--- src/rtl/fifo_wr_arbiter.sv ---
// Round-robin burst arbiter sharing one async FIFO write port
// among NREQ producers in the FIFO write-clock domain.
module fifo_wr_arbiter #(
  parameter int NREQ      = 4,
  parameter int DSIZE     = 8,
  parameter int MAX_BURST = 16
) (
  input  logic                  I_clk,
  input  logic                  I_rst_n,
  input  logic [NREQ-1:0]       I_req,
  input  logic [NREQ-1:0]       I_valid,
  input  logic [NREQ-1:0]       I_last,
  input  logic [NREQ*DSIZE-1:0] I_data,
  output logic [NREQ-1:0]       O_ready,
  output logic [NREQ-1:0]       O_grant,
  output logic                  O_winc,
  output logic [DSIZE-1:0]      O_wdata,
  input  logic                  I_wfull,
  output logic                  O_busy
);

  localparam int PW = (NREQ > 1) ? $clog2(NREQ) : 1;
  localparam int BW = $clog2(MAX_BURST) + 1;

  typedef enum logic {
    IDLE,
    BURST
  } state_t;

  state_t          state;
  state_t          state_nxt;
  logic [NREQ-1:0] grant_nxt;
  logic [NREQ-1:0] pick_oh;
  logic [PW-1:0]   rr_ptr;
  logic [PW-1:0]   rr_nxt;
  logic [PW-1:0]   g_idx;
  logic [PW-1:0]   jj;
  logic [BW-1:0]   bcnt;
  logic [BW-1:0]   bcnt_nxt;
  logic            found;
  logic            xfer;
  logic            own_last;
  logic            own_req;
  logic            cap;
  logic            burst_end;

  // first requester at or above rr_ptr, wrapping
  always_comb begin
    pick_oh = '0;
    found   = 1'b0;
    jj      = '0;
    for (int i = 0; i < NREQ; i++) begin
      jj = PW'((int'(rr_ptr) + i) % NREQ);
      if (!found && I_req[jj]) begin
        pick_oh[jj] = 1'b1;
        found       = 1'b1;
      end
    end
  end

  always_comb begin
    g_idx = '0;
    for (int i = 0; i < NREQ; i++) begin
      if (O_grant[i]) g_idx = PW'(i);
    end
  end

  // zero grant selects zero data
  always_comb begin
    O_wdata = '0;
    for (int k = 0; k < NREQ; k++) begin
      if (O_grant[k]) begin
        O_wdata = O_wdata | I_data[k*DSIZE +: DSIZE];
      end
    end
  end

  assign O_busy  = (state == BURST);
  assign O_ready = (O_busy && !I_wfull) ? O_grant : '0;
  assign xfer    = |(I_valid & O_ready);
  assign O_winc  = xfer;

  assign own_last  = |(I_last & O_grant);
  assign own_req   = |(I_req & O_grant);
  assign cap       = (bcnt == BW'(MAX_BURST - 1));
  assign burst_end = (xfer & (own_last | cap))
                   | (~own_req & ~xfer);

  always_comb begin
    state_nxt = state;
    grant_nxt = O_grant;
    rr_nxt    = rr_ptr;
    bcnt_nxt  = bcnt;
    unique case (state)
      IDLE: begin
        if (found) begin
          grant_nxt = pick_oh;
          bcnt_nxt  = '0;
          state_nxt = BURST;
        end
      end
      BURST: begin
        if (burst_end) begin
          state_nxt = IDLE;
          grant_nxt = '0;
          bcnt_nxt  = '0;
          rr_nxt    = (g_idx == PW'(NREQ - 1))
                    ? '0 : g_idx + PW'(1);
        end else if (xfer) begin
          bcnt_nxt = bcnt + BW'(1);
        end
      end
      default: begin
        state_nxt = IDLE;
        grant_nxt = '0;
      end
    endcase
  end

  always_ff @(posedge I_clk or negedge I_rst_n) begin
    if (!I_rst_n) begin
      state   <= IDLE;
      O_grant <= '0;
      rr_ptr  <= '0;
      bcnt    <= '0;
    end else begin
      state   <= state_nxt;
      O_grant <= grant_nxt;
      rr_ptr  <= rr_nxt;
      bcnt    <= bcnt_nxt;
    end
  end

endmodule

--- config.mk ---
export PLATFORM = sky130hd
export DESIGN_NAME = fifo_wr_arbiter
export DESIGN_NICKNAME = d
export VERILOG_FILES = /design/src/rtl/fifo_wr_arbiter.sv
export SDC_FILE = /design/constraint.sdc
export NUM_CORES = 1
export LEC_CHECK = 0
export CELL_PAD_IN_SITES_DETAIL_PLACEMENT = 1
export CELL_PAD_IN_SITES_GLOBAL_PLACEMENT = 1
export CORE_ASPECT_RATIO = 1.75
export CORE_MARGIN = 3
export CORE_UTILIZATION = 30
export DETAILED_ROUTE_END_ITERATION = 16
export PLACE_DENSITY_LB_ADDON = 0.2
export SETUP_SLACK_MARGIN = 0.3
export SYNTH_ARGS = -nofsm -noshare
export SYNTH_HDL_FRONTEND = slang
export SYNTH_SLANG_ARGS = --single-unit
--- constraint.sdc ---
create_clock -name I_clk -period 5.1 [get_ports I_clk]
set_input_delay 1.02 -clock I_clk [delete_from_list [all_inputs] [get_ports I_clk]]
set_output_delay 1.02 -clock I_clk [all_outputs]
set_load 0.02 [all_outputs]
-- Word level (Yosys, flattened, before mapping)
Index checks and enable logic that the tools add are counted.
Widths: inputs -> output; s select.
- add/subtract/negate cells: 5
- $lt $le $gt $ge: 8
- equality and inequality tests: 5
- mux-type cells: 43
- bitwise logic cells: 16
- reduce and logical (&&, ||, !) cells: 18
- operator list (cell ; number):
    $mux 8 ; 4
    $mux 4 ; 7
    $or 8x8->8 ; 3
    $mux 1 ; 15
    $mux 5 ; 3
    $and 4x4->4 ; 3
    $lt 2x3->1 const B ; 4
    $or 4x4->4 ; 3
    $reduce_or 4->1 ; 3
    $pmux 5 s2 ; 1
    $bmux 1 s2 ; 4
    $demux 1 s2 ; 4
    $ge 2x1->1 const B ; 4
    $logic_and 1x1->1 ; 8
    $pmux 4 s2 ; 1
    $mux 2 ; 3
    $reduce_and 2->1 ; 3
    $add 5x1->5 const B ; 1
    $eq 5x4->1 const B ; 1
    $add 2x1->2 const B ; 2
    $add 2x2->2 const B ; 2
    $logic_not 1->1 ; 4
    $ne 3x1->1 const B ; 1
    $not 1->1 ; 3
    other kinds (6) ; 8
- register bits after elaboration: 12
- output and inout port bits: 18
- word-level logic and storage cells: 99

-- Logic depth before layout (Yosys ltp)
Gate-level depths: netlist (run 1).
- depth after elaboration: 14
- depth in mapped cells: 8
- depth with buffers taken out: 8

-- Least setup slack after synthesis (run 1)
No wires, ideal clock.
- kind: input-to-output
- start: input I_wfull
- end: output O_winc
- arrival time: 1507 ps
- required time: 4080 ps
- setup slack: 2573 ps
- cell stages on the path: 2
- cells stage by stage: nor2b_1 a21boi_4
- longest elaborated chain between the ends: 5
- RTL lines (what ; RTL line ; text):
    from (decl) ; 18 ; input logic I_wfull,
    $logic_not 1->1 ; 79 ; assign O_ready = (O_busy && !I_wfull) ? O_grant : '0;
    $logic_and 1x1->1 ; 79 ;
    $mux 4 ; 79 ;
    $and 4x4->4 ; 80 ; assign xfer = |(I_valid & O_ready);
    $reduce_or 4->1 ; 80 ;
    to (decl) ; 16 ; output logic O_winc,
Every way passes these cells.

-- Worst setup path in the final report (run 1)
Same ends and word-level chain as after synthesis.

==> results.cfg, run 1 <==
[setup_path]
critical_path_arrival_ps = 2640
crit_type = input pin to output pin
cp_max_fo = 6
crit_slowest_cell = clkdlybuf4s50_1
max_stage_delay_ps = 660
end_kind = output pin
crit_chain = clkdlybuf4s50_1, nor2b_1, a21boi_4, clkdlybuf4s50_1
crit_path_frequent_cell = clkdlybuf4s50_1
worstPathRequired_ps = 4080
startpoint_type = input pin

[layout]
antenna_cells = 0
final_cell_mix = clkdlybuf4s50_1, nand2_1, a22oi_1
seq_area_um2 = 300
design_area_um2 = 1980
drive_above_1_share = 0.0514
layout.cells.most_common = clkdlybuf4s50_1
multi_input_area_um2 = 905
area_growth_pct = 56.0
final_nets = 272
final_core_util = 0.498
stdcell_count = 262
fill_cells = 490

[yosys]
ys_ff_latch = 12
synth_area_leader_cell = dfrtp_1
syn_area_per_cell_um2 = 8.20
synth_top_area_share = 0.236
ys.flop_type = dfrtp_1
ys_top_cells_by_area = dfrtp_1, a22oi_1, ha_1, nand2_1, nand3_1
yosysWarnings = 0
syn_nets = 212
synthCells = 155
synth_cell_types = 39
async_flop_share = 1.00
synth-edff-count = 0
ys_seq_area_frac = 0.236
syn_area_um2 = 1270

[power]
p_total_mw = 0.926
leakagePower_nw = 0.797
power.density_nw_per_um2 = 467
vdd_drop_max_v = 0.000274

[flow_run]
max-cap-violations = 0

[clock_tree]
clock-sinks = 12
numCtsBuffers = 3
cts.repair.resized = 0
clockBufferDepth = 2
h-tree-depth = 1
clk_pin_slew_ps = 50
root_buffer = clkbuf_8
post-cts-setup-buffer-count = 0
cts_hold_buf = 0
clk_latency_ps = 240
cts_tree = yes

[floorplanning]
io_pins = 65
core-area_um2 = 3980
die_y_um = 92.1
start_util = 0.319
row_count = 30
dieArea_um2 = 5080
die_x_um = 55.2

[global_route]
grtUsageMet1 = 0.217
grt_most_used_layer = met2
grt_pass1_wl_um = 8740
use_met2 = 0.425
use_met3 = 0.0366
overflow = 0
antenna_found_initial = 0
grt_pass1_vias = 1641
grtUsageTotal = 0.216
grt_max_degree = 17

[placed_design]
port-buffer-count = 64
place.detailed.hpwl_um = 4240
dp.cells = 258
post_dp_cell_area_um2 = 1930
place.gp.congestion = 0.833

[hold_path]
hold_path.class = flip-flop to flip-flop

[routing]
routed_wl_um = 5290
wl_per_cell_um = 20.2
drtPass1Iterations = 4
drc = 0
drtAntennaViolNets = 0
num_vias = 1476
via_per_inst = 5.63
initialDrtViolationCount = 41

[sta]
skew_ps = 2.55
slew_headroom = 0.571
period_share = 0.717
fmax_ghz = 0.274
drv_slew = 0
worstMarginPinSlew_ps = 640
rsz0062_at_grt = no
setup_violations = 0
fin_crit_ps = 3660
hold_viol_final = 0
finalSetupTns_ps = 0

[outcome]
status = completed
[logic make-up after synthesis]
family | synth area share
simple gates | 0.241
flops | 0.236
buf+inv | 0.0522
mux | 0.0719
fa+ha+maj | 0.0984
xor+xnor | 0.00689
compound gates | 0.293
[through the flow]
step | setup slack (ps) | hold slack [ps]
finish | 1440 | 488
global route | 1340 | 528
CTS | 1420 | 495
detailed placement | 1430 | 482
global placement | 1500 | 465
floorplan | 2570 | 450
[per-layer routing]
metal,vias to the layer above,share of wire
met1,714,0.36
met2,52,0.57
met3,13,0.036
met5,-,0
li1,697,-
met4,0,0.030
[critical path: cells and delay by family]
kind            cells  cell delay, ps
buf+inv             2            1110
simple gates        1             180
compound gates      1             320
[Yosys cell counts, types with 2 or more instances]
library cell,instances
nor2_1,4
clkbuf_1,6
nand2b_1,2
a31oi_1,4
buf_2,2
a21oi_1,3
inv_1,6
nor3_1,3
a22oi_1,19
nor2b_1,4
a22o_1,3
o21ai_0,7
dfrtp_1,12
nor3b_1,3
nand3_1,9
ha_1,10
o211ai_1,2
o31ai_1,2
mux2i_1,2
nand2_1,26
and2_1,4
a211oi_1,2
a211o_1,4
[path summary, 6_finish.rpt]
kind,end,cells after the start,slack [ps],startpoint
setup / recovery,O_winc,4,1440,I_wfull
hold reg to reg,bcnt[4],2,490,bcnt[4]
hold / removal,bcnt[4],2,490,bcnt[4]
max in group asynchronous,O_grant[2],1,3650,I_rst_n
min in group asynchronous,bcnt[2],1,1110,I_rst_n
setup reg to reg,O_grant[2],6,2270,rr_ptr[0]
[power breakdown]
part           leakage (nW)  switching [mW]  internal, mW  total (mW)
Combinational         0.609           0.326         0.284       0.610
Sequential            0.159          0.0928         0.120       0.213
Clock                0.0288          0.0350        0.0682       0.103
Total                 0.797           0.454         0.472       0.926
[area by class of cell]
class | instances | share of cell area
Inverter | 6 | 0.0114
Sequential cell | 12 | 0.151
Tap cell | 48 | 0.0303
Clock buffer | 4 | 0.0278
Timing Repair Buffer | 64 | 0.323
Multi-Input combinational cell | 128 | 0.456
[registers in the layout, indices dropped and copies added (netlist names)]
register	flops
bcnt	5
O_grant	4
rr_ptr	2
O_busy	1
(Power assumes the default switching activity.)
==> run 2, diff against run 1 <==
- CORE_UTILIZATION: 30 -> 25
- clock period: 5.1 -> 2.95 ns (I/O delays scaled with it)
==> results.cfg, run 2 (synthesis results as in run 1) <==
[placed_design]
place.detailed.hpwl_um = 4220
port-buffer-count = 64
dp.cells = 269
place.gp.congestion = 0.791
place_ws_ps = 302

[routing]
drc = 0
via_per_inst = 5.44
initialDrtViolationCount = 45
wl_per_cell_um = 18.4
drtPass1Iterations = 4
routed_wl_um = 5020
drtAntennaViolNets = 0
num_vias = 1484

[power]
comb_power_share = 0.723
power_frac_seq = 0.171
power.clock.fraction = 0.107
vdd_drop_max_v = 0.000378
p_total_mw = 1.65
power.density_nw_per_um2 = 807
p_sw_mw = 0.784
leakagePower_nw = 0.849
intPower_mw = 0.865
sw_frac_of_total = 0.476

[layout]
top_register = bcnt
final_core_util = 0.427
drive_above_1_share = 0.0860
area_growth_pct = 60.8
layout.cells.most_common = clkdlybuf4s50_1
antenna_cells = 0
largest_reg_flops = 5
stdcell_count = 273
final_nets = 279
reg_top3 = bcnt (5), O_grant (4), rr_ptr (2)
final_cell_mix = clkdlybuf4s50_1, nand2_1, a22oi_1

[sta]
hold_viol_final = 0
skew_ps = 1.07
rsz0062_at_grt = no
slew_headroom = 0.618
finalSetupTns_ps = 0
drv_slew = 0
setup_violations = 0
setup_slack_ps = 391
fin_crit_ps = 2560
worstMarginPinSlew_ps = 568
period_share = 0.868
fmax_ghz = 0.391

[clock_tree]
cts_tree = yes
h-tree-depth = 1
clk_pin_slew_ps = 50
clk_latency_ps = 240
root_buffer = clkbuf_8
clock-sinks = 12
post-cts-setup-buffer-count = 0
cts_hold_buf = 0
cts.repair.resized = 0
numCtsBuffers = 3
clockBufferDepth = 2

[setup_path]
worstPathRequired_ps = 2360
critical_path_arrival_ps = 1970
cp_max_fo = 3
crit_type = input pin to output pin
startpoint_type = input pin
end_kind = output pin

[global_route]
grt_max_degree = 15
overflow = 0
grt_pass1_wl_um = 7940
grt_pass1_vias = 1639
antenna_found_initial = 0
grtUsageTotal = 0.170

[flow_run]
max-cap-violations = 0

[floorplanning]
die_y_um = 100
dieArea_um2 = 6010
start_util = 0.265
row_count = 33
die_x_um = 59.9
core-area_um2 = 4790
io_pins = 65

[hold_path]
hold_path.class = flip-flop to flip-flop

[outcome]
status = completed
run 2: cell types whose count changed in the layout (fill, tap and decap cells not counted), sizes merged:
cell | before | now
buf | 0 | 7
dlymetal6s2s | 0 | 1
clkdlybuf4s50 | 64 | 63
run 2: per-layer routing:
metal | wire (um) | vias to the layer above | global-route usage
met5 | 0 | - | 0
met4 | 123 | 0 | 0.0495
met3 | 179 | 13 | 0.0154
met2 | 2990 | 36 | 0.342
met1 | 1730 | 727 | 0.171
li1 | - | 708 | -
run 2: power groups by stage:
| stage | clock, mW | sequential (mW) | combinational, mW |
|---|---|---|---|
| 4_1_cts | 0.180 | 0.283 | 1.20 |
| 5_1_grt | 0.190 | 0.292 | 1.30 |
| 2_1_floorplan | 0 | 0.296 | 0.684 |
| 3_3_place_gp | 0 | 0.282 | 1.16 |
| 3_5_place_dp | 0 | 0.284 | 1.20 |
| 6_report | 0.176 | 0.281 | 1.19 |
run 2: critical path, stage by stage:
cell and delay (ps):
clkdlybuf4s50_1 450, nor2b_1 190, and2_1 150, clkdlybuf4s50_1 590
run 2: path summary, 6_finish.rpt:
kind                              end  slack (ps)  cells after the start      start
min reg2reg                   bcnt[4]         480                      2    bcnt[4]
min in group asynchronous     bcnt[3]         710                      1    I_rst_n
max                        O_ready[0]         390                      4    I_wfull
max reg2reg                O_grant[3]         810                      6  rr_ptr[1]
max in group asynchronous  O_grant[2]        1850                      1    I_rst_n
min                           bcnt[4]         480                      2    bcnt[4]
run 2: area by class of cell:
class	count	area (um2)
Clock buffer	4	55.1
Fill cell	574	2750
Inverter	6	22.5
Multi-Input combinational cell	128	905
Sequential cell	12	302
Tap cell	52	65.1
Timing Repair Buffer	71	696
run 2: metrics by stage:
step | instance area [um2] | hold WS [ps]
floorplan | 1270 | 294
finish | 2040 | 484
global route | 2040 | 562
global placement | 1990 | 466
detailed placement | 1990 | 481
CTS | 2040 | 493
